[src/rtl/demux_striping.sv]
// demux_striping: round-robin word distributor onto two half-rate lanes
// A burst always starts on lane 0; a burst ending on lane 0 pads lane 1 so lanes stay paired.
module demux_striping #(
  parameter int                DATA_W   = 32,
  parameter logic [DATA_W-1:0] PAD_WORD = '0,
  parameter int                CNT_W    = 8
) (
  input  logic              clk_2f,
  input  logic              reset,
  input  logic [DATA_W-1:0] data_in,
  input  logic              valid_in,
  output logic [DATA_W-1:0] lane_0,
  output logic [DATA_W-1:0] lane_1,
  output logic              valid_0,
  output logic              valid_1,
  output logic              odd_burst,
  output logic [CNT_W-1:0]  words_striped
);
  typedef enum logic [1:0] {IDLE, L1, L0} state_t;
  state_t            r_state, w_next;
  logic [DATA_W-1:0] r_lane_0, r_lane_1;
  logic              r_valid_0, r_valid_1, r_odd;
  logic [CNT_W-1:0]  r_cnt;
  always_ff @(posedge clk_2f or negedge reset) begin
    if (!reset) r_state <= IDLE;
    else        r_state <= w_next;
  end
  // Any gap realigns to IDLE so the next burst opens on lane 0
  always_comb begin
    w_next = IDLE;
    if (valid_in) w_next = (r_state == L1) ? L0 : L1;
  end
  always_ff @(posedge clk_2f or negedge reset) begin
    if (!reset) begin
      r_lane_0  <= '0;
      r_lane_1  <= '0;
      r_valid_0 <= 1'b0;
      r_valid_1 <= 1'b0;
      r_odd     <= 1'b0;
      r_cnt     <= '0;
    end else begin
      r_odd <= (r_state == L1) && !valid_in;
      if (valid_in && r_cnt != {CNT_W{1'b1}}) r_cnt <= r_cnt + 1'b1;
      if (valid_in && r_state == L1) begin
        r_lane_1  <= data_in;
        r_valid_1 <= 1'b1;
      end else if (valid_in) begin
        r_lane_0  <= data_in;
        r_valid_0 <= 1'b1;
      end else if (r_state == L1) begin
        r_lane_1  <= PAD_WORD;
        r_valid_1 <= 1'b0;
      end else begin
        r_valid_0 <= 1'b0;
        r_valid_1 <= 1'b0;
      end
    end
  end
  assign lane_0        = r_lane_0;
  assign lane_1        = r_lane_1;
  assign valid_0       = r_valid_0;
  assign valid_1       = r_valid_1;
  assign odd_burst     = r_odd;
  assign words_striped = r_cnt;
endmodule

[config.mk]
export PLATFORM = sky130hd
export DESIGN_NAME = demux_striping
export DESIGN_NICKNAME = d
export VERILOG_FILES = /design/src/rtl/demux_striping.sv
export SDC_FILE = /design/constraint.sdc
export NUM_CORES = 1
export LEC_CHECK = 0
export BUFFER_PORTS_ARGS = -buffer_cell sky130_fd_sc_hd__buf_4
export CORE_UTILIZATION = 49
export DETAILED_ROUTE_END_ITERATION = 7
export GPL_TIMING_DRIVEN = 0
export HOLD_SLACK_MARGIN = 0.15
export PLACE_DENSITY_LB_ADDON = 0.12
export SYNTH_ARGS = -nofsm -noshare
export SYNTH_HDL_FRONTEND = slang
export SYNTH_SLANG_ARGS = --single-unit
[constraint.sdc]
create_clock -name clk_2f -period 1.7 [get_ports clk_2f]
set_input_delay 0.34 -clock clk_2f [delete_from_list [all_inputs] [get_ports clk_2f]]
set_output_delay 0.34 -clock clk_2f [all_outputs]
set_load 0.1 [all_outputs]
==> results by group, run 1 <==
Global route
  – Largest net degree at the start of global routing: 78
  – Initial antenna violation count: 0
  – Met1 Use GR: between 20% and 30%
  – GRT met2 Usage: 36.2%
  – GR Util met3: 4.55%
  – All-Layer GR Usage: 21.7%
  – Vias in the first global route: 2281
  – Global routing's busiest layer: met2
  – Global-route wire length before repair: 10500 um
  – Overflow after GRT: 0

STA
  – Fmax: between 600 and 700 MHz
  – Tmin final: about 1.5 ns
  – Max Clock Skew: slightly above 0.007 ns
  – Final Slew Violations: 0
  – Slew headroom: a little over a third
  – Unrepaired setup endpoints after global routing: false
  – Worst slew pin tran: around 0.95 ns
  – Fin Setup TNS: 0 ns
  – Hold Violations, Final: 0
  – Final period util: about nine tenths
  – Final setup fails: 0

Setup path
  – Worst path arrival time: between 1.5 and 2 ns
  – CP startpoint kind: flop
  – Critical Path RT: 1.92 ns
  – Worst setup EP type: flop
  – Critical Path Fanout Max: 10
  – Setup CP Type: reg -> reg

Clock tree
  – Hold-fix buffers, CTS: 0
  – TritonCTS buffer count: 9
  – Number of setup buffers added after CTS: 0
  – CTS tree: yes
  – Worst skew pair latency: about 0.34 ns
  – H-Tree Depth: 3
  – Clock sinks: 77
  – Clock buffer depth: 2
  – Post-cts gate resize count: 0
  – Register clock-pin slew on the reported worst setup and hold paths: about 0.08 ns
  – Root buf cell: clkbuf_8

Pwr
  – Cell leakage power: ~2 nW
  – Peak supply drop: 1.42 mV
  – PwrDens: 1740 nW/um2

Synthesis
  – Netlist cell types: 27
  – Ys async rst share: between 90% and 100%
  – Post-synth EDFFs: 0
  – Cells after Synth: 256
  – Syn Nets: about 300
  – Top post-synthesis cells by area: dfrtp_1 (64%), mux2_2 (12%), nand2_1 (8.4%), o21ai_0 (5.5%), buf_2 (1.3%)
  – Cell taking the most area after synthesis: dfrtp_1
  – #FFs+latches synth: 77
  – Top_reg_cell synth: dfrtp_1
  – Synth warn: 0
  – Post-synthesis sequential area ratio: about 64%
  – Post-Syn Area: between 2000 and 3000 um2
  – Post-synth top area share: between 60% and 70%
  – Post-Syn Area per Cell: 11.7 um2
  – Commonest cells in the netlist: dfrtp_1 (77), nand2_1 (67), mux2_2 (33), o21ai_0 (33), buf_2 (8)
  – Cell with the most instances after synthesis: dfrtp_1

Finish
  – Layout cells sized above 1: around 47%
  – Layout Cells excl Fill: 456
  – Ant diodes: 0
  – Fill cells: 483
  – Nets: about 410
  – Area delta synth->final: 37.0%

Floorplan
  – # rows: 28
  – Core ar.: between 5000 and 6000 um2
  – Die area: roughly 6400 um2
  – Starting density of the core: about 51%
  – Die Y: ~80 um
  – Die Wd: 80.1 um
  – I/O pin count: 110

Route
  – Vias: roughly 2300
  – DRT iter0 DRCs: between 80 and 90
  – Wire per inst: between 10 and 15 um
  – Total wire length: between 6000 and 7000 um
  – DRC viols: 0
  – Vias/cell: between 5 and 6
  – First-pass detailed-route iteration total: 4
  – Antenna-violating nets left: 0

Job
  – Max Cap Viol: 0

Run status
  – Outcome: completed

Placed design
  – GPL Wtd Cong: about 0.74
  – Placed Cells: 440
  – PortBufs: around 110
  – DP Wirelength: between 4000 and 5000 um

Worst hold path
  – Hold Path Class: in -> async
-- layout by cell type (no fill, tap or decap) --
cell,n
ha_1,1
clkbuf_1,4
and4_1,1
a31oi_1,1
a21boi_0,1
dfrtp_2,6
a21oi_1,2
nand3_1,3
mux2_1,2
dfrtp_4,2
dfrtp_1,69
inv_1,4
xnor2_1,2
o2111ai_1,1
clkbuf_8,10
nand4_1,2
o21bai_1,1
clkinv_4,1
buf_2,8
o211ai_1,1
nor3_1,1
o21a_1,1
nor2_1,3
nand2_1,67
mux2_2,33
and3_1,1
buf_4,112
nand2_2,1
nand2b_1,1
clkinv_2,3
o21ai_0,33
clkinvlp_4,2
o21ai_2,1
-- report_power, final --
group	total, mW	switching [mW]	internal (mW)
combinational	3.51	2.80	0.713
clock	1.23	0.665	0.564
sequential	2.41	0.231	2.18
total	7.14	3.69	3.45
-- state kept, by name, summed over array words and instances, names as in the netlist --
name           cells
words_striped      8
odd_burst          1
lane_0            32
valid_1            1
valid_0            1
r_state            2
lane_1            32
-- critical path, stage by stage (launching register included) --
cell      delay (ns)
dfrtp_1         0.36
nand2b_1        0.13
buf_2           0.16
nand2_2         0.17
buf_4           0.23
mux2_2          0.36
-- area by class of cell --
cell class / count / area (um2) / area share (%)
Buffer: 15 / 77.6 / 1.89
Multi-Input combinational cell: 160 / 976 / 23.8
Timing Repair Buffer: 109 / 818 / 20.0
Sequential cell: 77 / 1940 / 47.4
Clock buffer: 10 / 138 / 3.36
Inverter: 4 / 15.0 / 0.366
Tap cell: 75 / 93.8 / 2.29
Clock inverter: 6 / 38.8 / 0.946
-- final timing paths --
check	from	endpoint	slack [ns]	cells past startpoint
min in group clk_2f	data_in[1]	lane_0[1]	0.23	2
worst max-delay path	r_state[1]	lane_0[27]	0.18	5
worst min-delay path	reset	lane_1[17]	0.14	1
max in group asynchronous	reset	words_striped[1]	0.84	1
worst max register to register	r_state[1]	lane_0[27]	0.18	5
worst min register to register	lane_1[31]	lane_1[31]	0.48	2
-- cell families after synthesis --
logic type / Yosys count / share of synthesized area (%)
AO/OA/AOI/OAI: 42 / 7.53
XOR/XNOR: 2 / 0.586
adder cells (fa/ha/maj): 1 / 0.418
buffers and inverters: 19 / 3.09
flip-flops: 77 / 64.4
multiplexers: 35 / 13.2
AND/OR/NAND/NOR: 80 / 10.8
-- stage by stage --
step / util (%) / instance area (um2) / hold slack, ns / total power [mW] / setup slack (ns)
after detailed placement: 66.3 / 3920 / 0.472 / 5.97 / 0.162
after CTS: 69.2 / 4100 / 0.176 / 7.19 / 0.149
final: 69.2 / 4100 / 0.140 / 7.14 / 0.182
after floorplan: - / 3010 / 0.0444 / 5.17 / 0.00985
after global routing: 69.2 / 4100 / 0.223 / 7.40 / 0.0951
after global placement: 66.3 / 3920 / 0.462 / 5.92 / 0.198
-- routing by layer --
| layer | part of all wire [%] | vias to the layer above | routed length, um |
|---|---|---|---|
| met4 | 1.6 | 0 | 105 |
| met5 | 0 | - | 0 |
| li1 | - | 1106 | - |
| met1 | 42 | 1139 | 2750 |
| met2 | 50 | 83 | 3280 |
| met3 | 5.9 | 10 | 387 |
(Power assumes the default switching activity.)
==> inputs of run 2 (changes only) <==
--- a/config.mk
+++ b/config.mk
@@ -5,6 +5,7 @@
 export SDC_FILE = /design/constraint.sdc
 export NUM_CORES = 1
 export LEC_CHECK = 0
+export ABC_CLOCK_PERIOD_IN_PS = 1600
 export BUFFER_PORTS_ARGS = -buffer_cell sky130_fd_sc_hd__buf_4
 export CORE_UTILIZATION = 49
 export DETAILED_ROUTE_END_ITERATION = 7
==> constraint.sdc (replaced) <==
create_clock -name clk_2f -period 1.6 [get_ports clk_2f]
set_input_delay 0.32 -clock clk_2f [delete_from_list [all_inputs] [get_ports clk_2f]]
set_output_delay 0.32 -clock clk_2f [all_outputs]
set_load 0.1 [all_outputs]
==> results by group, run 2 (synthesis gave the netlist of run 1 again) <==
Run status
  – Outcome: completed

Finish
  – Most common cell after layout, fill and taps aside: buf_4
  – Area delta synth->final: 37.7%
  – Most frequent cells in the layout: buf_4 (112), dfrtp_1 (69), nand2_1 (67)
  – Layout cells sized above 1: between 40% and 50%
  – Ant diodes: 0
  – Util after Layout: a little over two thirds
  – Nets: between 400 and 500
  – Final Cell Area: 4120 um2
  – Fill cells: 460

STA
  – Fmax: between 600 and 700 MHz
  – Final setup fails: 0
  – Fin Setup TNS: 0 ns
  – Unrepaired setup endpoints after global routing: false
  – Final Slew Violations: 0
  – Slew headroom: between 30% and 40%
  – Max Clock Skew: between 0.006 and 0.007 ns
  – Final hold slack: 0.136 ns
  – Final period util: between 90 and 100%
  – Tmin final: between 1.5 and 2 ns
  – Worst slew pin tran: about 0.96 ns
  – Hold Violations, Final: 0

Clock tree
  – Hold-fix buffers, CTS: 0
  – Clock sinks: 77
  – Number of setup buffers added after CTS: 0
  – Register clock-pin slew on the reported worst setup and hold paths: roughly 0.07 ns
  – Root buf cell: clkbuf_8
  – TritonCTS buffer count: 9
  – Post-cts gate resize count: 0
  – Worst skew pair latency: roughly 0.34 ns
  – Clock buffer depth: 2
  – CTS tree: yes
  – H-Tree Depth: 3

Placed design
  – Dpl cell area: 3950 um2
  – GPL Wtd Cong: between 0.7 and 0.8
  – PortBufs: roughly 110
  – DP Wirelength: about 4700 um

Global route
  – Initial antenna violation count: 0
  – Largest net degree at the start of global routing: 78
  – Overflow after GRT: 0
  – All-Layer GR Usage: between 20% and 30%
  – Global-route wire length before repair: approximately 11000 um
  – Vias in the first global route: 2203

Floorplan
  – Die Y: 80.1 um
  – I/O pin count: 110
  – # rows: 28
  – Core ar.: between 5000 and 6000 um2
  – Die Wd: between 80 and 90 um
  – Die area: ~6400 um2
  – Starting density of the core: between 50% and 60%

Setup path
  – Critical Path Fanout Max: 10
  – Critical Path RT: approximately 1.8 ns
  – Worst setup EP type: flop
  – Setup CP Type: reg -> reg
  – CP startpoint kind: flop
  – Worst path arrival time: between 1.5 and 2 ns

Pwr
  – Total chip power: between 7 and 8 mW
  – Peak supply drop: approximately 1.4 mV
  – PwrDens: 1850 nW/um2
  – Cell leakage power: 2.00 nW

Job
  – Max Cap Viol: 0

Route
  – Wire per inst: about 15 um
  – DRT iter0 DRCs: 93
  – First-pass detailed-route iteration total: 4
  – Vias/cell: between 5 and 6
  – Total wire length: about 6700 um
  – Antenna-violating nets left: 0
  – Vias: about 2300
  – DRC viols: 0

Worst hold path
  – Hold Path Class: in -> async
## run 2: final timing paths
kind,to,from,cells after the start,slack (ns)
setup / recovery,lane_0[10],r_state[1],5,0.09
min in group clk_2f,lane_0[1],data_in[1],2,0.22
max in group asynchronous,words_striped[7],reset,1,0.74
hold / removal,lane_1[18],reset,1,0.14
hold reg to reg,lane_1[27],lane_1[27],2,0.48
setup reg to reg,lane_0[10],r_state[1],5,0.09
## run 2: per-stage QoR
stage | std cells | setup slack, ns
6_report | 456 | 0.0890
5_1_grt | 456 | 0.0243
4_1_cts | 456 | 0.0718
3_5_place_dp | 440 | 0.0867
3_3_place_gp | 440 | 0.0993
2_1_floorplan | 256 | 0.00504
## run 2: worst max-delay path, cell delays in order (launching register included)
cell and delay, ns:
dfrtp_1 0.36, nand2b_1 0.13, buf_2 0.15, nand2_2 0.17, buf_4 0.24, mux2_2 0.36
## run 2: per-layer routing
| layer | wire length, um | global-route usage, % | part of all wire [%] | vias up |
|---|---|---|---|---|
| met4 | 136 | 10.9 | 2.0 | 0 |
| met2 | 3310 | 35.7 | 49 | 73 |
| met5 | 0 | 0 | 0 | - |
| li1 | - | - | - | 1096 |
| met3 | 345 | 4.77 | 5.2 | 12 |
| met1 | 2900 | 28.6 | 43 | 1120 |
## run 2: where the power goes
| group | total [mW] | internal [mW] | switching (mW) | leakage (nW) |
|---|---|---|---|---|
| registers | 2.60 | 2.33 | 0.267 | 0.942 |
| logic | 3.75 | 0.773 | 2.97 | 0.972 |
| clock network | 1.28 | 0.650 | 0.632 | 0.0877 |
## run 2: cell type report
| cell class | instances | area (um2) | area share (%) |
|---|---|---|---|
| Buffer | 15 | 77.6 | 1.88 |
| Timing Repair Buffer | 109 | 818 | 19.9 |
| Clock buffer | 15 | 166 | 4.04 |
| Tap cell | 75 | 93.8 | 2.28 |
| Inverter | 4 | 15.0 | 0.365 |
| Sequential cell | 77 | 1950 | 47.4 |
| Clock inverter | 1 | 5.00 | 0.122 |
| Multi-Input combinational cell | 160 | 988 | 24.0 |
==> inputs of run 3 (changes only) <==
--- a/config.mk
+++ b/config.mk
@@ -7,7 +7,7 @@
 export LEC_CHECK = 0
 export ABC_CLOCK_PERIOD_IN_PS = 1600
 export BUFFER_PORTS_ARGS = -buffer_cell sky130_fd_sc_hd__buf_4
-export CORE_UTILIZATION = 49
+export CORE_UTILIZATION = 40
 export DETAILED_ROUTE_END_ITERATION = 7
 export GPL_TIMING_DRIVEN = 0
 export HOLD_SLACK_MARGIN = 0.15
==> results by group, run 3 (synthesis gave the netlist of run 1 again) <==
Finish
  – Most frequent cells in the layout: buf_4 (112), dfrtp_1 (69), nand2_1 (67)
  – Nets: 412
  – Area delta synth->final: 40.0%
  – Layout cells sized above 1: a little under half
  – Final Cell Area: 4190 um2
  – Ant diodes: 0
  – Most common cell after layout, fill and taps aside: buf_4
  – Util after Layout: around 58%

STA
  – Fin Setup TNS: 0 ns
  – Final Slew Violations: 0
  – Unrepaired setup endpoints after global routing: false
  – Hold Violations, Final: 0
  – Max Clock Skew: just under 0.008 ns
  – Final period util: 93.5%
  – Worst Slack Setup Final: between 0.1 and 0.15 ns
  – Worst slew pin tran: ~0.97 ns
  – Fmax: ~670 MHz
  – Slew headroom: between 30% and 40%
  – Tmin final: 1.50 ns
  – Final setup fails: 0

Global route
  – All-Layer GR Usage: between 10% and 20%
  – Initial antenna violation count: 0
  – GR Util met3: roughly 3.6%
  – Global routing's busiest layer: met2
  – Largest net degree at the start of global routing: 78
  – Vias in the first global route: roughly 2100
  – Met1 Use GR: between 20% and 30%
  – Overflow after GRT: 0
  – Global-route wire length before repair: between 10000 and 15000 um
  – GRT met2 Usage: ~28%

Setup path
  – Worst setup EP type: flop
  – Critical Path RT: approximately 1.8 ns
  – Setup CP Type: reg -> reg
  – CP startpoint kind: flop
  – R2r endpoint: lane_0[14]
  – Reg2reg setup slack: 0.10 ns
  – Critical Path Fanout Max: 10
  – Reg2reg path depth: 5
  – FF-to-FF Start: r_state[1]
  – Worst path arrival time: roughly 1.7 ns

Clock tree
  – CTS tree: yes
  – Clock sinks: a little under 80
  – Worst skew pair latency: around 0.34 ns
  – Post-cts gate resize count: 0
  – Root buf cell: clkbuf_8
  – H-Tree Depth: 3
  – Clock buffer depth: 2
  – Hold-fix buffers, CTS: 0
  – Register clock-pin slew on the reported worst setup and hold paths: 0.08 ns
  – Number of setup buffers added after CTS: 0
  – TritonCTS buffer count: 9

Floorplan
  – I/O pin count: 110
  – Die Y: 88.5 um
  – Die area: slightly below 8000 um2
  – Core ar.: just over 7000 um2
  – # rows: 31
  – Die Wd: between 80 and 90 um
  – Starting density of the core: ~41%

Pwr
  – Cell leakage power: 2.02 nW
  – Peak supply drop: 1.26 mV
  – PwrDens: around 1900 nW/um2

Run status
  – Outcome: completed

Placed design
  – GPL Wtd Cong: between 0.7 and 0.8
  – Dpl ws: ~0.097 ns
  – PortBufs: roughly 110
  – Dpl cell area: ~4000 um2
  – DP Wirelength: about 4600 um

Route
  – Vias: about 2300
  – DRC viols: 0
  – Total wire length: 6550 um
  – Wire per inst: approximately 14 um
  – Antenna-violating nets left: 0
  – DRT iter0 DRCs: 51
  – First-pass detailed-route iteration total: 4
  – Vias/cell: about 4.8

Worst hold path
  – Hold Path Class: in -> async

Job
  – Max Cap Viol: 0
-- run 3: cell count changes in the layout (fill, tap and decap cells not counted) --
cell / before / now
bufinv_16: 0 / 1
clkbuf_8: 11 / 12
clkbuf_1: 8 / 5
clkinvlp_4: 0 / 1
-- run 3: layer usage --
layer	vias up	part of all wire (%)
met5	-	0
met4	0	1.6
met3	7	4.8
met2	59	48
met1	1123	45
li1	1094	-
-- run 3: worst max-delay path by stage --
stage	from	to	slack [ns]
2_1_floorplan	words_striped[0]	words_striped[1]	0.005
3_3_place_gp	r_state[1]	lane_0[25]	0.1
3_5_place_dp	r_state[1]	lane_0[31]	0.1
4_1_cts	r_state[1]	lane_0[31]	0.09
5_1_grt	r_state[1]	lane_0[14]	0.002
6_report	r_state[1]	lane_0[14]	0.10
-- run 3: area by class of cell --
| cell class | instances | area, um2 |
|---|---|---|
| buffer | 15 | 77.6 |
| clock buffer | 13 | 169 |
| clock inverter | 3 | 42.5 |
| fill | 651 | 3060 |
| inverter | 4 | 15.0 |
| multi-input combinational | 160 | 988 |
| sequential | 77 | 1950 |
| tap | 99 | 124 |
| timing repair buffer | 109 | 818 |
-- run 3: through the flow --
stage | total power [mW] | instances | hold slack, ns
5_1_grt | 8.15 | 480 | 0.211
6_report | 7.86 | 480 | 0.129
3_3_place_gp | 6.36 | 464 | 0.463
2_1_floorplan | 5.54 | 256 | 0.0244
4_1_cts | 7.93 | 480 | 0.161
3_5_place_dp | 6.39 | 464 | 0.471
-- run 3: report_power, final --
| part | total (mW) | internal (mW) | switching (mW) |
|---|---|---|---|
| clock | 1.53 | 0.848 | 0.681 |
| combinational | 3.74 | 0.772 | 2.97 |
| sequential | 2.59 | 2.33 | 0.260 |
-- run 3: critical path, cell delays in order, from the launching register on --
cell      delay [ns]
dfrtp_1         0.35
nand2b_1        0.12
buf_2           0.15
nand2_2         0.17
buf_4           0.23
mux2_2          0.35
